<file path="src/rtl/grid_cursor_ctrl_pkg.sv">
// rtl/grid_cursor_ctrl_pkg.sv - shared types for the grid cursor controller
package grid_cursor_ctrl_pkg;

  typedef enum logic [1:0] {
    AX_IDLE   = 2'd0,
    AX_DELAY  = 2'd1,
    AX_REPEAT = 2'd2
  } axis_state_t;

endpackage

</file>
<file path="src/rtl/grid_cursor_ctrl_axis_repeat.sv">
// rtl/grid_cursor_ctrl_axis_repeat.sv - per-axis press / auto-repeat step generator
module grid_cursor_ctrl_axis_repeat
  import grid_cursor_ctrl_pkg::*;
#(
  parameter int REPEAT_DELAY = 30_000_000,
  parameter int REPEAT_RATE  = 10_000_000
) (
  input  logic clk,
  input  logic rst,
  input  logic neg,
  input  logic pos,
  input  logic lock,
  output logic step_inc,
  output logic step_dec
);

  localparam int CNT_MAX = (REPEAT_DELAY > REPEAT_RATE) ? REPEAT_DELAY : REPEAT_RATE;
  localparam int CNT_W   = $clog2(CNT_MAX + 1);
  localparam logic [CNT_W-1:0] DELAY_END = CNT_W'(REPEAT_DELAY - 1);
  localparam logic [CNT_W-1:0] RATE_END  = CNT_W'(REPEAT_RATE - 1);

  axis_state_t      state, state_next;
  logic [CNT_W-1:0] cnt, cnt_next;
  logic             held_inc, held_inc_next;
  logic             dir_inc, dir_dec, active, same, step;

  assign dir_inc = pos & ~neg;
  assign dir_dec = neg & ~pos;
  assign active  = (dir_inc | dir_dec) & ~lock;
  // Holding continues only while the originally pressed direction persists.
  assign same    = active & (dir_inc == held_inc);

  always_ff @(posedge clk or negedge rst) begin
    if (!rst) begin
      state    <= AX_IDLE;
      cnt      <= '0;
      held_inc <= 1'b0;
    end else begin
      state    <= state_next;
      cnt      <= cnt_next;
      held_inc <= held_inc_next;
    end
  end

  always_comb begin
    state_next    = state;
    cnt_next      = cnt;
    held_inc_next = held_inc;
    step          = 1'b0;
    case (state)
      AX_IDLE: begin
        if (active) begin
          step          = 1'b1;
          held_inc_next = dir_inc;
          state_next    = AX_DELAY;
          cnt_next      = '0;
        end
      end
      AX_DELAY: begin
        if (!same) begin
          state_next = AX_IDLE;
          cnt_next   = '0;
        end else if (cnt == DELAY_END) begin
          step       = 1'b1;
          state_next = AX_REPEAT;
          cnt_next   = '0;
        end else begin
          cnt_next = cnt + CNT_W'(1);
        end
      end
      AX_REPEAT: begin
        if (!same) begin
          state_next = AX_IDLE;
          cnt_next   = '0;
        end else if (cnt == RATE_END) begin
          step     = 1'b1;
          cnt_next = '0;
        end else begin
          cnt_next = cnt + CNT_W'(1);
        end
      end
      default: begin
        state_next = AX_IDLE;
        cnt_next   = '0;
      end
    endcase
  end

  assign step_inc = step & held_inc_next;
  assign step_dec = step & ~held_inc_next;

endmodule

</file>
<file path="src/rtl/grid_cursor_ctrl.sv">
// rtl/grid_cursor_ctrl.sv - bounded 2-D cursor with auto-repeat stepping and following viewport
module grid_cursor_ctrl
  import grid_cursor_ctrl_pkg::*;
#(
  parameter int GRID_W       = 20,
  parameter int GRID_H       = 15,
  parameter int COORD_W      = 5,
  parameter int RESET_X      = 7,
  parameter int RESET_Y      = 7,
  parameter int WRAP         = 0,
  parameter int REPEAT_DELAY = 30_000_000,
  parameter int REPEAT_RATE  = 10_000_000,
  parameter int VIEW_W       = 8,
  parameter int VIEW_H       = 6
) (
  input  logic               clk,
  input  logic               rst,
  input  logic               up,
  input  logic               down,
  input  logic               left,
  input  logic               right,
  input  logic               lock,
  output logic [COORD_W-1:0] cur_x,
  output logic [COORD_W-1:0] cur_y,
  output logic [COORD_W-1:0] view_x,
  output logic [COORD_W-1:0] view_y,
  output logic               moved
);

  localparam logic [COORD_W-1:0] X_MAX   = COORD_W'(GRID_W - 1);
  localparam logic [COORD_W-1:0] Y_MAX   = COORD_W'(GRID_H - 1);
  localparam logic [COORD_W-1:0] VW_M1   = COORD_W'(VIEW_W - 1);
  localparam logic [COORD_W-1:0] VH_M1   = COORD_W'(VIEW_H - 1);
  localparam int                 RST_VX  = (RESET_X < VIEW_W) ? 0 : RESET_X - VIEW_W + 1;
  localparam int                 RST_VY  = (RESET_Y < VIEW_H) ? 0 : RESET_Y - VIEW_H + 1;

  logic               x_inc, x_dec, y_inc, y_dec;
  logic [COORD_W-1:0] nx, ny;
  logic               changed_q;

  grid_cursor_ctrl_axis_repeat #(
    .REPEAT_DELAY(REPEAT_DELAY),
    .REPEAT_RATE (REPEAT_RATE)
  ) u_axis_x (
    .clk     (clk),
    .rst     (rst),
    .neg     (left),
    .pos     (right),
    .lock    (lock),
    .step_inc(x_inc),
    .step_dec(x_dec)
  );

  grid_cursor_ctrl_axis_repeat #(
    .REPEAT_DELAY(REPEAT_DELAY),
    .REPEAT_RATE (REPEAT_RATE)
  ) u_axis_y (
    .clk     (clk),
    .rst     (rst),
    .neg     (up),
    .pos     (down),
    .lock    (lock),
    .step_inc(y_inc),
    .step_dec(y_dec)
  );

  function automatic logic [COORD_W-1:0] step_coord(input logic [COORD_W-1:0] c,
                                                    input logic inc, input logic dec,
                                                    input logic [COORD_W-1:0] maxv);
    logic [COORD_W-1:0] r;
    r = c;
    if (inc) begin
      if (c == maxv) r = (WRAP != 0) ? '0 : c;
      else           r = c + COORD_W'(1);
    end else if (dec) begin
      if (c == '0) r = (WRAP != 0) ? maxv : c;
      else         r = c - COORD_W'(1);
    end
    return r;
  endfunction

  // Widened compare keeps the right/bottom viewport edge from aliasing.
  function automatic logic [COORD_W-1:0] view_follow(input logic [COORD_W-1:0] c,
                                                     input logic [COORD_W-1:0] v,
                                                     input logic [COORD_W-1:0] span_m1);
    logic [COORD_W:0] last;
    last = {1'b0, v} + {1'b0, span_m1};
    if (c < v)                 return c;
    else if ({1'b0, c} > last) return c - span_m1;
    else                       return v;
  endfunction

  assign nx = step_coord(cur_x, x_inc, x_dec, X_MAX);
  assign ny = step_coord(cur_y, y_inc, y_dec, Y_MAX);

  always_ff @(posedge clk or negedge rst) begin
    if (!rst) begin
      cur_x     <= COORD_W'(RESET_X);
      cur_y     <= COORD_W'(RESET_Y);
      view_x    <= COORD_W'(RST_VX);
      view_y    <= COORD_W'(RST_VY);
      changed_q <= 1'b0;
      moved     <= 1'b0;
    end else begin
      cur_x     <= nx;
      cur_y     <= ny;
      view_x    <= view_follow(cur_x, view_x, VW_M1);
      view_y    <= view_follow(cur_y, view_y, VH_M1);
      changed_q <= (nx != cur_x) | (ny != cur_y);
      moved     <= changed_q;
    end
  end

endmodule

</file>
<file path="config.mk">
export PLATFORM = sky130hd
export DESIGN_NAME = grid_cursor_ctrl
export DESIGN_NICKNAME = d
export VERILOG_FILES = /design/src/rtl/grid_cursor_ctrl_pkg.sv /design/src/rtl/grid_cursor_ctrl_axis_repeat.sv /design/src/rtl/grid_cursor_ctrl.sv
export SDC_FILE = /design/constraint.sdc
export NUM_CORES = 1
export LEC_CHECK = 0
export BUFFER_PORTS_ARGS = -buffer_cell sky130_fd_sc_hd__buf_2
export CORE_ASPECT_RATIO = 1.75
export CORE_MARGIN = 2
export CORE_UTILIZATION = 45
export CTS_BUF_LIST = sky130_fd_sc_hd__clkbuf_4 sky130_fd_sc_hd__clkbuf_8
export CTS_CLUSTER_SIZE = 16
export DETAILED_ROUTE_END_ITERATION = 6
export GPL_TIMING_DRIVEN = 0
export PLACE_DENSITY = 0.76
export SLEW_MARGIN = 10
export SYNTH_ARGS = -nofsm -noshare
export SYNTH_HDL_FRONTEND = slang
export SYNTH_HIERARCHICAL = 1
export SYNTH_SLANG_ARGS = --single-unit
</file>
<file path="constraint.sdc">
create_clock -name clk -period 3.18 [get_ports clk]
set_input_delay 0.636 -clock clk [delete_from_list [all_inputs] [get_ports clk]]
set_output_delay 0.636 -clock clk [all_outputs]
set_load 0.02 [all_outputs]
</file>
Yosys cells after proc, flatten, opt, wreduce, memory -nomap -nowiden
Cells that the tools add are included.
- add/sub/neg operators: 10
- $lt $le $gt $ge: 4
- equal/unequal tests: 20
- muxes and demuxes: 50
- bitwise gates (word level): 22
- reduce and logical (&&, ||, !) cells: 8
- operators with widths (operator ; number):
    $mux W25 ; 10
    $pmux W25 S3 ; 2
    $mux W5 ; 12
    $add A25 B1 Y25 const B ; 2
    $eq A25 B24 Y1 const B ; 2
    $eq A25 B25 Y1 const B ; 2
    $mux W2 ; 8
    $mux W1 ; 14
    $add A5 B3 Y6 const B ; 2
    $and A1 B1 Y1 ; 12
    $gt A5 B6 Y1 ; 2
    $pmux W2 S3 ; 2
    $add A5 B1 Y5 const B ; 2
    $logic_not A5 Y1 ; 2
    $lt A5 B5 Y1 ; 2
    $ne A5 B5 Y1 ; 2
    $sub A5 B1 Y5 const B ; 2
    $sub A5 B3 Y5 const B ; 2
    $not A1 Y1 ; 7
    $ne A3 B3 Y1 const B ; 2
    $pmux W1 S3 ; 2
    $reduce_and A3 Y1 ; 2
    $eq A5 B4 Y1 const B ; 1
    $eq A5 B5 Y1 const B ; 1
    8 further kinds ; 17
- bits in registers: 78
- output and inout bits: 21
- word-level logic and storage cells: 126

Logic depth before layout (Yosys ltp)
- word-level depth: 12
- depth in mapped cells: 12

By module
Netlist, hierarchy kept.
- by module, submodules not included (module ; times used ; cells an instance ; area each (um^2) ; sequential area each (um^2)):
    grid_cursor_ctrl_axis_repeat ; 2 ; 184 ; 1714.1 ; 700.7
    grid_cursor_ctrl ; 1 ; 210 ; 1993.2 ; 559.3

Least setup slack after synthesis
Ideal clock, no wire load.
- path kind: register to register
- start: reg u_axis_x.cnt[16]
- end: reg cur_x[4]
- arrival time: 2.917 ns
- data required time: 3.037 ns
- setup slack: 0.120 ns
- cell stages (with the launch flop): 10
- path through: dfrtp_1 or4b_1 or4_1 nor3_1 o2111ai_1 a211oi_1 nand2_1 or4_1 a31oi_1 o21ai_0
- word-level cells in the longest chain between the ends: 7
- ends and longest elaborated chain (what ; line ; RTL):
    start, declared ; grid_cursor_ctrl_axis_repeat.sv:23 ; logic [CNT_W-1:0] cnt, cnt_next;
    start signal, assigned ; grid_cursor_ctrl_axis_repeat.sv:40 ; cnt <= cnt_next;
    $eq A25 B24 Y1 or $eq A25 B25 Y1 (tied branches) ; grid_cursor_ctrl_axis_repeat.sv:75, grid_cursor_ctrl_axis_repeat.sv:63 ;
    $mux W1 (on tied branches) ; grid_cursor_ctrl_axis_repeat.sv:75, grid_cursor_ctrl_axis_repeat.sv:63 ;
    $mux W1 (on tied branches) ; grid_cursor_ctrl_axis_repeat.sv:72, grid_cursor_ctrl_axis_repeat.sv:60 ;
    $pmux W1 S3 * ; grid_cursor_ctrl_axis_repeat.sv:50 ; case (state)
    $and A1 B1 Y1 * ; grid_cursor_ctrl_axis_repeat.sv:90 ; assign step_dec = step & ~held_inc_next;
    named net x_dec ; grid_cursor_ctrl.sv:37 ; logic x_inc, x_dec, y_inc, y_dec;
    $mux W5 * ; grid_cursor_ctrl.sv:75 ; end else if (dec) begin
    $mux W5 * ; grid_cursor_ctrl.sv:72 ; if (inc) begin
    named net nx[4] ; grid_cursor_ctrl.sv:38 ; logic [COORD_W-1:0] nx, ny;
    end signal, assigned ; grid_cursor_ctrl.sv:98 ; cur_x <= COORD_W'(RESET_X);
    end signal, assigned ; grid_cursor_ctrl.sv:105 ; cur_x <= nx;
    end, declared ; grid_cursor_ctrl.sv:23 ; output logic [COORD_W-1:0] cur_x,
Mark *: on every way through the listed nets, which the timed path passes. The rest lies on a longest branch.
A chain may end at the register's enable or synchronous reset.

Worst setup path in the final report
- start: reg u_axis_x.cnt[22]
- end: reg cur_x[1]
Same word-level chain as after synthesis.

==> impl_results.md <==
- Post-synthesis share of cell area spent on and, or, nand and nor gates: 20.9%
- DRT Wirelength: 12100 µm
- Final antenna-violating net count: 0
- Fin crit share: 99.2%
- Area occupied by multi-input gates: 3250 µm²
- Capturing element type of the critical path: register
- Peak ir drop on the vdd network: 277 µV
- Mean number of vias per cell: 5.94
- Routability Congestion: 0.885
- Tightest slew margin relative to the limit: 52.2%
- Cts bufs inserted: 9
- Syn. warnings: 6
- Number of global-route vias before repair: 4517
- Latest clock arrival within the worst-skew pair: 0.36 ns
- Xor/xnor cell area share of the yosys netlist: 7.92%
- Via count: 4539
- Total iterations of the first detailed-routing run: 4
- Number of storage elements in the synthesis netlist: 78
- Largest fanout on the critical path: 5
- Dominant combinational cell family by area after synthesis: simple AND/OR/NAND/NOR gates
- Setup TNS after final layout: 0 ns
- CTS tree: yes
- Outcome: completed
- Req. time, crit path: 3.45 ns
- Number of rows created at floorplan: 53
- Hold bufs inserted after CTS: 0
- Share of the yosys chip area belonging to registers: 36.2%
- Clock slew at the register clock pins of the worst setup and hold paths: 0.08 ns
- Area of placed instances: 5760 µm²
- Number of cells in the finished layout apart from fillers: 764
- Pwr Density: 799 nW/µm²
- Vertical die dimension: 149 µm
- Post-Synthesis Mean Instance Area: 9.38 µm²
- DP Worst Slack: -0.237 ns
- Clock buffer depth: 2
- Cell Count Post-Placement: 743
- Antenna violations before repair: 0
- Share of final-layout standard cells stronger than drive strength 1: 17.7%
- Highest clock rate: 0.317 GHz
- Total gr overflow: 0
- Count of input and output buffers: 27
- Proportion of synthesized area in mux cells: 2.12%
- Final Hold Violating Endpoints: 0
- Number of max-cap violations: 0
- Filler cell count in the final layout: 1056
- HPWL reported at the end of detailed placement: 8790 µm
- Total DRC errors in the routed layout: 0
- Post-synthesis cell area: 5420 µm²
- Starting Density: 45.7%
- Sequential cell area: 1960 µm²
- Adder and majority gate portion of the synthesized area: 9.23%
- Library cells used by synthesis: 66
- Worst slew pin tran: 0.710 ns
- Type of the most critical hold path: in -> async
- Fin util: 51.1%
- Proportion of synthesized flip-flops having asynchronous set or reset: 100%
- Global-route wire length before repair: 20200 µm
- Die width: 87.0 µm
- Final nets: 669
- LEAKAGE: 2.47 nW
- Global-route usage over all layers: 19.1%
- Clock net sink count: 78
- Pin count of the biggest net entering global routing: 51
- Total die area: 13000 µm²
- Clock Skew: 0.00641 ns
- Final critical-path required period: 3.15 ns
- Number of primary I/O pins: 28
- Crit path DAT: 3.42 ns
- Crit path launch type: register
- R2r worst-path depth: 9
- Final-report max-slew violation count: 0
- Final setup fails: 0
- Diode count: 0
- Area growth, synth to finish: 11.8%
- Post-synth net total: 625
- Number of cells produced by synthesis: 578
- Setup slack of the most critical reg-to-reg path: 0.03 ns
- H-tree level count: 3
- Synthesized-area fraction occupied by ao, oa, aoi and oai cells: 18.8%
- DRC marker count from the first detailed-route iteration: 213
- Wire per inst: 15.9 µm
- Final Cell Area: 6060 µm²
- Core outline area: 11900 µm²
- Final setup margin: 0.0252 ns
- Library cell used as clock root buffer: sky130_fd_sc_hd__clkbuf_8
- Most common flop cell mapped by yosys: sky130_fd_sc_hd__dfrtp_1
- Number of enable flip-flop cells after synthesis: 0
- Startpoint-to-endpoint class of the critical path: reg -> reg
## final timing paths
path                                              start                     to
max                        u_axis_x/cnt[22]$_DFFE_PN0P_     cur_x[1]$_DFF_PN1_
min                                                 rst  view_x[2]$_DFFE_PN0P_
max reg2reg                u_axis_x/cnt[22]$_DFFE_PN0P_     cur_x[1]$_DFF_PN1_
min reg2reg                         changed_q$_DFF_PN0_        moved$_DFF_PN0_
max in group asynchronous                           rst  view_y[1]$_DFFE_PN1P_
min in group clk                    changed_q$_DFF_PN0_        moved$_DFF_PN0_
## critical path, stage by stage, from the launching register on
cell and delay, ns:
sky130_fd_sc_hd__dfrtp_2 0.45, sky130_fd_sc_hd__or4b_1 0.51, sky130_fd_sc_hd__or4_4 0.52, sky130_fd_sc_hd__nor3_2 0.15
sky130_fd_sc_hd__o2111ai_2 0.17, sky130_fd_sc_hd__a211oi_2 0.32, sky130_fd_sc_hd__buf_4 0.18, sky130_fd_sc_hd__nor3b_1 0.38
sky130_fd_sc_hd__a211oi_1 0.11, sky130_fd_sc_hd__a211oi_1 0.26
## cells by family after synthesis
family | after synthesis
muxes | 11
xor gates and xnor gates | 49
adders and majority gates | 40
buffers and inverters | 56
AOI/OAI and AO/OA | 137
and+or+nand+nor | 207
DFF | 78
## report_power, final
group,switching (mW),internal (mW)
Clock,0.367,0.422
Sequential,0.240,1.19
Combinational,1.51,1.12
Total,2.11,2.73
## through the flow
stage	hold WS, ns	total power, mW
6_report	0.194	4.84
2_1_floorplan	0.331	3.41
3_5_place_dp	0.350	4.03
5_1_grt	0.212	5.22
4_1_cts	0.197	4.84
3_3_place_gp	0.333	3.89
## state kept, by name, indices dropped and copies added, names as in the netlist
| name | cells |
|---|---|
| u_axis_y/held_inc | 1 |
| u_axis_y/cnt | 25 |
| changed_q | 1 |
| cur_x | 5 |
| cur_y | 5 |
| u_axis_x/state | 2 |
| moved | 1 |
| u_axis_x/held_inc | 1 |
| u_axis_x/cnt | 25 |
| view_y | 5 |
| u_axis_y/state | 2 |
| view_x | 5 |
## cells in the final DEF (no fill, tap or decap), types with 7 or more instances in the layout
cell,n
sky130_fd_sc_hd__o211ai_1,9
sky130_fd_sc_hd__inv_1,40
sky130_fd_sc_hd__mux2i_1,7
sky130_fd_sc_hd__dfstp_2,7
sky130_fd_sc_hd__clkbuf_8,11
sky130_fd_sc_hd__ha_1,40
sky130_fd_sc_hd__a21oi_1,55
sky130_fd_sc_hd__nor3_1,20
sky130_fd_sc_hd__nor2_1,30
sky130_fd_sc_hd__dfrtp_1,70
sky130_fd_sc_hd__nor2b_1,8
sky130_fd_sc_hd__xnor2_1,45
sky130_fd_sc_hd__buf_2,31
sky130_fd_sc_hd__nand4_1,10
sky130_fd_sc_hd__nand2_1,50
sky130_fd_sc_hd__nand3_1,27
sky130_fd_sc_hd__and3_1,9
sky130_fd_sc_hd__nand2b_1,8
## Yosys cell counts (all sizes together) (3+ instances only)
| master | instances | area share, % |
|---|---|---|
| ha | 40 | 9.2 |
| dfstp | 7 | 3.4 |
| clkbuf | 4 | 0.28 |
| and4 | 8 | 1.4 |
| a31oi | 6 | 1.2 |
| mux2 | 4 | 0.83 |
| nand4 | 10 | 1.2 |
| nor3 | 23 | 2.2 |
| nor2 | 30 | 2.1 |
| buf | 9 | 1.3 |
| nor2b | 8 | 0.92 |
| or4 | 4 | 0.55 |
| a21boi | 5 | 0.69 |
| o21ai | 16 | 2.3 |
| xnor2 | 45 | 7.3 |
| o2bb2a | 3 | 1.1 |
| nand2 | 50 | 3.5 |
| nand3 | 28 | 2.7 |
| xor2 | 4 | 0.65 |
| a211oi | 9 | 1.3 |
| nand4b | 5 | 0.81 |
| nand2b | 8 | 0.92 |
| o2111ai | 5 | 0.81 |
| a21oi | 59 | 5.7 |
| nor4b | 3 | 0.60 |
| nor3b | 4 | 0.55 |
| dfrtp | 71 | 33 |
| o211ai | 9 | 1.2 |
| and3 | 9 | 1.0 |
| o221ai | 4 | 0.65 |
| nor4 | 4 | 0.46 |
| inv | 41 | 2.8 |
| nand3b | 6 | 0.83 |
| mux2i | 7 | 1.3 |
## final cells by class
cell class,instances,share of cell area (%)
clock buffers,13,2.75
plain buffers,15,1.84
repair buffers,33,3.34
inverters,41,2.54
multi-input cells,444,53.6
clock inverters,3,0.702
flip-flops and latches,78,32.4
well taps,137,2.83
## routing by layer
metal / vias up / share of wire [%] / GRT usage [%]
li1: 2189 / - / -
met1: 2210 / 39 / 20.5
met2: 104 / 55 / 35.2
met3: 36 / 2.8 / 2.77
met4: 0 / 3.1 / 9.77
met5: - / 0 / 0
## repair_timing
item,in CTS,in global routing
endpoints found under the setup margin,4,8
cloned,0,0
setup buffers,1,4
pin swaps,1,8
resized for setup,2,15
Note: power is estimated with default switching activity, not from simulation.
